--- src/rtl/seg_pkg.sv ---
// Shared seven-segment definitions: segment bit positions, blank pattern and hex glyph table.
// Patterns are active-low (0 = segment lit), bit order {g,f,e,d,c,b,a} with dp above.
package seg_pkg;

    localparam int SEG_A  = 0;
    localparam int SEG_B  = 1;
    localparam int SEG_C  = 2;
    localparam int SEG_D  = 3;
    localparam int SEG_E  = 4;
    localparam int SEG_F  = 5;
    localparam int SEG_G  = 6;
    localparam int SEG_DP = 7;

    localparam logic [7:0] SEG_BLANK = 8'hFF;

    localparam logic [6:0] HEX_SEG [16] = '{
        7'b1000000, 7'b1111001, 7'b0100100, 7'b0110000,
        7'b0011001, 7'b0010010, 7'b0000010, 7'b1111000,
        7'b0000000, 7'b0010000, 7'b0001000, 7'b0000011,
        7'b0100111, 7'b0100001, 7'b0000110, 7'b0001110
    };

endpackage

--- src/rtl/seg_hex_decode.sv ---
// Hex nibble to active-low gfedcba segment pattern.
// Purely combinational; no flow control.
module seg_hex_decode
    import seg_pkg::*;
(
    input  logic [3:0] hex_i,
    output logic [6:0] seg_o
);

    assign seg_o = HEX_SEG[hex_i];

endmodule

--- src/rtl/seg_scan_driver.sv ---
// Time-multiplexed N-digit common-anode seven-segment scanner with per-frame input shadowing.
// Pins are registered one cycle after the scan state; no backpressure, inputs sampled once per frame.
module seg_scan_driver #(
    parameter int NUM_DIGITS   = 4,
    parameter int REFRESH_DIV  = 100000,
    parameter int BLANK_CYCLES = 1000
) (
    input  logic                    clk,
    input  logic                    rst,
    input  logic [4*NUM_DIGITS-1:0] value,
    input  logic [NUM_DIGITS-1:0]   dp,
    input  logic [NUM_DIGITS-1:0]   digit_en,
    input  logic                    lz_blank,
    output logic [7:0]              seg_cat,
    output logic [NUM_DIGITS-1:0]   seg_an,
    output logic                    frame_tick
);
    import seg_pkg::*;

    localparam int PRESC_W = $clog2(REFRESH_DIV);
    localparam int IDX_W   = (NUM_DIGITS > 1) ? $clog2(NUM_DIGITS) : 1;

    localparam logic [PRESC_W-1:0] LAST_PRESC = PRESC_W'(REFRESH_DIV - 1);
    localparam logic [PRESC_W-1:0] BLANK_END  = PRESC_W'(BLANK_CYCLES);
    localparam logic [IDX_W-1:0]   LAST_IDX   = IDX_W'(NUM_DIGITS - 1);

    logic [PRESC_W-1:0]      presc_q, presc_d;
    logic [IDX_W-1:0]        idx_q, idx_d;
    logic [4*NUM_DIGITS-1:0] sh_val_q, sh_val_d;
    logic [NUM_DIGITS-1:0]   sh_dp_q, sh_dp_d;
    logic [NUM_DIGITS-1:0]   sh_en_q, sh_en_d;
    logic                    sh_lz_q, sh_lz_d;
    logic [7:0]              cat_q, cat_d;
    logic [NUM_DIGITS-1:0]   an_q, an_d;
    logic                    tick_q, tick_d;

    logic                    slot_end;
    logic                    frame_end;
    logic                    visible;
    logic                    zero_run;
    logic [NUM_DIGITS-1:0]   lz_hide;
    logic [3:0]              cur_hex;
    logic [6:0]              cur_seg;

    assign cur_hex = sh_val_q[{idx_q, 2'b00} +: 4];

    seg_hex_decode u_dec (
        .hex_i (cur_hex),
        .seg_o (cur_seg)
    );

    // A digit is leading-zero blanked when it and every digit above it are zero; digit 0 always shows.
    always_comb begin
        zero_run = 1'b1;
        lz_hide  = '0;
        for (int i = NUM_DIGITS - 1; i >= 0; i--) begin
            zero_run   = zero_run & (sh_val_q[4*i +: 4] == 4'h0);
            lz_hide[i] = sh_lz_q & zero_run & (i != 0);
        end
    end

    always_comb begin
        slot_end  = (presc_q == LAST_PRESC);
        frame_end = slot_end && (idx_q == LAST_IDX);

        presc_d = slot_end ? '0 : presc_q + 1'b1;
        idx_d   = idx_q;
        if (slot_end) begin
            idx_d = (idx_q == LAST_IDX) ? '0 : idx_q + 1'b1;
        end

        sh_val_d = frame_end ? value    : sh_val_q;
        sh_dp_d  = frame_end ? dp       : sh_dp_q;
        sh_en_d  = frame_end ? digit_en : sh_en_q;
        sh_lz_d  = frame_end ? lz_blank : sh_lz_q;
        tick_d   = frame_end;

        visible = sh_en_q[idx_q] && !lz_hide[idx_q] && (presc_q >= BLANK_END);

        // Anode and cathodes come from the same state so they always change on the same edge.
        cat_d = SEG_BLANK;
        an_d  = '1;
        if (visible) begin
            an_d[idx_q]         = 1'b0;
            cat_d[SEG_G:SEG_A]  = cur_seg;
            cat_d[SEG_DP]       = ~sh_dp_q[idx_q];
        end
    end

    always_ff @(posedge clk) begin
        if (rst) begin
            presc_q  <= '0;
            idx_q    <= '0;
            sh_val_q <= '0;
            sh_dp_q  <= '0;
            sh_en_q  <= '0;
            sh_lz_q  <= 1'b0;
            cat_q    <= SEG_BLANK;
            an_q     <= '1;
            tick_q   <= 1'b0;
        end else begin
            presc_q  <= presc_d;
            idx_q    <= idx_d;
            sh_val_q <= sh_val_d;
            sh_dp_q  <= sh_dp_d;
            sh_en_q  <= sh_en_d;
            sh_lz_q  <= sh_lz_d;
            cat_q    <= cat_d;
            an_q     <= an_d;
            tick_q   <= tick_d;
        end
    end

    assign seg_cat    = cat_q;
    assign seg_an     = an_q;
    assign frame_tick = tick_q;

endmodule

--- config.mk ---
export PLATFORM = sky130hd
export DESIGN_NAME = seg_scan_driver
export DESIGN_NICKNAME = d
export VERILOG_FILES = /design/src/rtl/seg_pkg.sv /design/src/rtl/seg_hex_decode.sv /design/src/rtl/seg_scan_driver.sv
export SDC_FILE = /design/constraint.sdc
export NUM_CORES = 1
export LEC_CHECK = 0
export ABC_AREA = 0
export CAP_MARGIN = 20
export CORE_UTILIZATION = 56
export CTS_BUF_LIST = sky130_fd_sc_hd__clkbuf_8
export DETAILED_ROUTE_END_ITERATION = 8
export PLACE_DENSITY = 0.82
export SLEW_MARGIN = 15
export SYNTH_ARGS = -nofsm -noshare
export SYNTH_HDL_FRONTEND = slang
export SYNTH_HIERARCHICAL = 1
export SYNTH_SLANG_ARGS = --single-unit
--- constraint.sdc ---
create_clock -name clk -period 3.3 [get_ports clk]
set_clock_uncertainty 0.2 [all_clocks]
set_input_delay 0.495 -clock clk [delete_from_list [all_inputs] [get_ports clk]]
set_output_delay 0.495 -clock clk [all_outputs]
set_load 0.1 [all_outputs]
==> flow_summary.toml <==
[setup_path]
worst_ep_required_time_ps = 3300
arrival_ps = 2550
rr_startpoint = "idx_q[1]"
slowest_stage = "mux4_2"
r2r_cells = 6
startpoint_type = "register"
crit_fanout = 11
rr_endpoint = "seg_cat[3]"
end_kind = "register"
regToRegSetupSlack_ps = 750
path_cells = "mux4_2, inv_1, ha_1, inv_1, mux4_2, nand4b_1"
path_class = "register to register"
slowest_delay_ps = 650

[layout]
drive_above_1_share_pct = 18.9
final_util_pct = 71.2
area_growth_pct = 19.8
n_antenna_cell = 0
layout_commonest_cell = "dfxtp_1"
final_cell_mix = "57 x dfxtp_1, 26 x clkdlybuf4s50_1, 25 x nor2_1"
nFillCells = 319
layout.nets = 315

[pwr]
p_switching_w = 0.000294
p_leak_nw = 1.18
seqPwrFrac_pct = 49.5
swShare_pct = 21.0
ir_drop_mv = 0.311
cellPowerDensity_nw_per_um2 = 443
pwr-share-comb_pct = 3.5
p_int_w = 0.00111
p_clk_share_pct = 47.0

[clock_tree]
path_clk_slew_ps = 70
cts_resized = 0
cts_setup_buffers = 0
cts_root_buffer = "clkbuf_8"
clock_path_buffers = 2
cts_tree = "built"
cts_made_buffers = 9
clock_latency_ps = 330
clkSinkCount = 57
h-tree-depth = 3
cts_hold_buffers = 0

[grt]
grt_max_degree = 27
antenna_found_initial = 0
grt_pass1_vias = 1810
grt_pass1_wl_um = 8710
grt_usage_pct = 22.6
gr-total-overflow = 0

[flow_run]
drv_cap = 0

[detailed_routing]
routedWlPerCell_um = 15.5
drcViolationCount = 4
via_per_inst = 5.88
ant_nets = 0
wl_met1_um = 2550
drt-total-wl_um = 5150
drt_iter0_markers = 157
num_vias = 1959
met3_length_um = 209
met2WireLength_um = 2270
dr.pass1.iters = 6
top_layer = "met4"

[min_path]
holdPathEnd = "sh_en_q[2]"
worstHoldPathType = "register to register"
min_path_cells = 1
hp-start = "sh_en_q[2]"

[synth]
syn_inst = 241
synth.area.top_cells = "dfxtp_1 43%, a22o_1 6.0%, mux4_2 6.0%, ha_1 5.7%, nor2_1 3.6%"
ys_types = 46
syn_nets = 280
synth_edf_count = 0
synth_area_leader_cell = "dfxtp_1"
synth_seq_cells = 57
avgSynthCellArea_um2 = 11.0
yosys_warnings = 6
synth-seq-area-share_pct = 43.2
synthArstFlopShare_pct = 0
synth.top_cell.area_share_pct = 43.2
syn-cell-area_um2 = 2640
synth_ff_type = "dfxtp_1"

[floorplanning]
dieHeight_um = 70.7
num_rows = 24
die_w_um = 70.7
die_area_um2 = 4990
start_util_pct = 59.4
ios = 40
core_area_um2 = 4440

[timing]
slew_headroom_pct = 51.3
slew_violations = 0
final.setup.tns_ps = 0
timing.fmax_mhz = 392
fin_crit_sh_pct = 77.4
final-setup-viol-count = 0
hold_viol = 0
post-route-min-period_ps = 2550
tightest_slew_ps = 731
rsz0062_at_grt = "no"

[outcome]
violations = "design-rule violations"
run_status = "finished with violations"

[placement]
port_buffers = 39
place_congestion = 0.838
hpwl_um = 3550
-- stage by stage --
step | instances | hold WS [ps] | power (W) | setup slack (ps) | cell area, um^2
3_5_place_dp | 317 | 265 | 0.000760 | 769 | 2960
2_1_floorplan | 241 | 241 | 0.000728 | 937 | 2640
4_1_cts | 333 | 281 | 0.00141 | 758 | 3170
3_3_place_gp | 317 | 257 | 0.000759 | 827 | 2960
5_1_grt | 333 | 304 | 0.00145 | 604 | 3170
6_report | 333 | 277 | 0.00140 | 746 | 3170
-- registers in the layout, summed over array words and instances (netlist names) --
register and cells:
presc_q 17, sh_lz_q 1, sh_dp_q 4, seg_cat 8, frame_tick 1, sh_val_q 16
sh_en_q 4, seg_an 4, idx_q 2
-- critical path: cells and delay by family (launching register included) --
| family | cells | cell delay [ps] |
|---|---|---|
| adders and majority gates | 1 | 150 |
| DFF | 1 | 610 |
| muxes | 2 | 1090 |
| buffers and inverters | 2 | 210 |
| and+or+nand+nor | 1 | 170 |
-- Yosys cell counts (5+ instances only) --
| cell | count |
|---|---|
| a22o_1 | 18 |
| a22o_2 | 5 |
| buf_6 | 5 |
| dfxtp_1 | 57 |
| ha_1 | 12 |
| inv_1 | 8 |
| mux2i_1 | 5 |
| mux4_2 | 7 |
| nand2_1 | 8 |
| nand3_1 | 8 |
| nand4_1 | 8 |
| nand4b_1 | 7 |
| nor2_1 | 25 |
| xnor2_1 | 6 |
| xor2_1 | 7 |
-- per-layer routing --
metal  track usage (%)  up-vias
li1                  -      964
met1              31.8      925
met2              33.2       60
met3              4.84       10
met4              11.3        0
met5                 0        -
-- power groups by stage --
stage                     combinational, W  sequential [W]  clock [W]
after detailed placement         0.0000502        0.000710          0
final                            0.0000497        0.000695   0.000659
after global routing             0.0000539        0.000695   0.000705
after global placement           0.0000495        0.000710          0
after floorplan                  0.0000186        0.000709          0
after CTS                        0.0000500        0.000695   0.000666
-- area by class of cell --
class                   count  area [um^2]  share of cell area (%)
multi-input cells         158         1350                    42.6
clock buffers              11          151                    4.78
repair buffers             41          373                    11.8
flip-flops and latches     57         1140                    36.0
well taps                  52         65.1                    2.06
inverters                   9         33.8                    1.07
clock inverters             5         53.8                    1.70
-- kinds of logic after synthesis --
family          share of synthesized area (%)
simple gates                             19.0
flops                                    43.2
compound gates                           13.1
buf+inv                                  5.78
xor+xnor                                 4.31
mux                                      8.86
fa+ha+maj                                5.68
-- worst max path at each step --
stage,startpoint,end,slack (ps),cells past startpoint
finish,idx_q[1],seg_cat[3],750,6
global route,idx_q[1],seg_cat[3],600,6
CTS,idx_q[1],seg_cat[0],760,4
detailed placement,idx_q[1],seg_cat[3],770,6
global placement,idx_q[1],seg_cat[3],830,6
floorplan,idx_q[0],seg_cat[3],940,7
No activity file was read; power rests on OpenSTA's default activity.
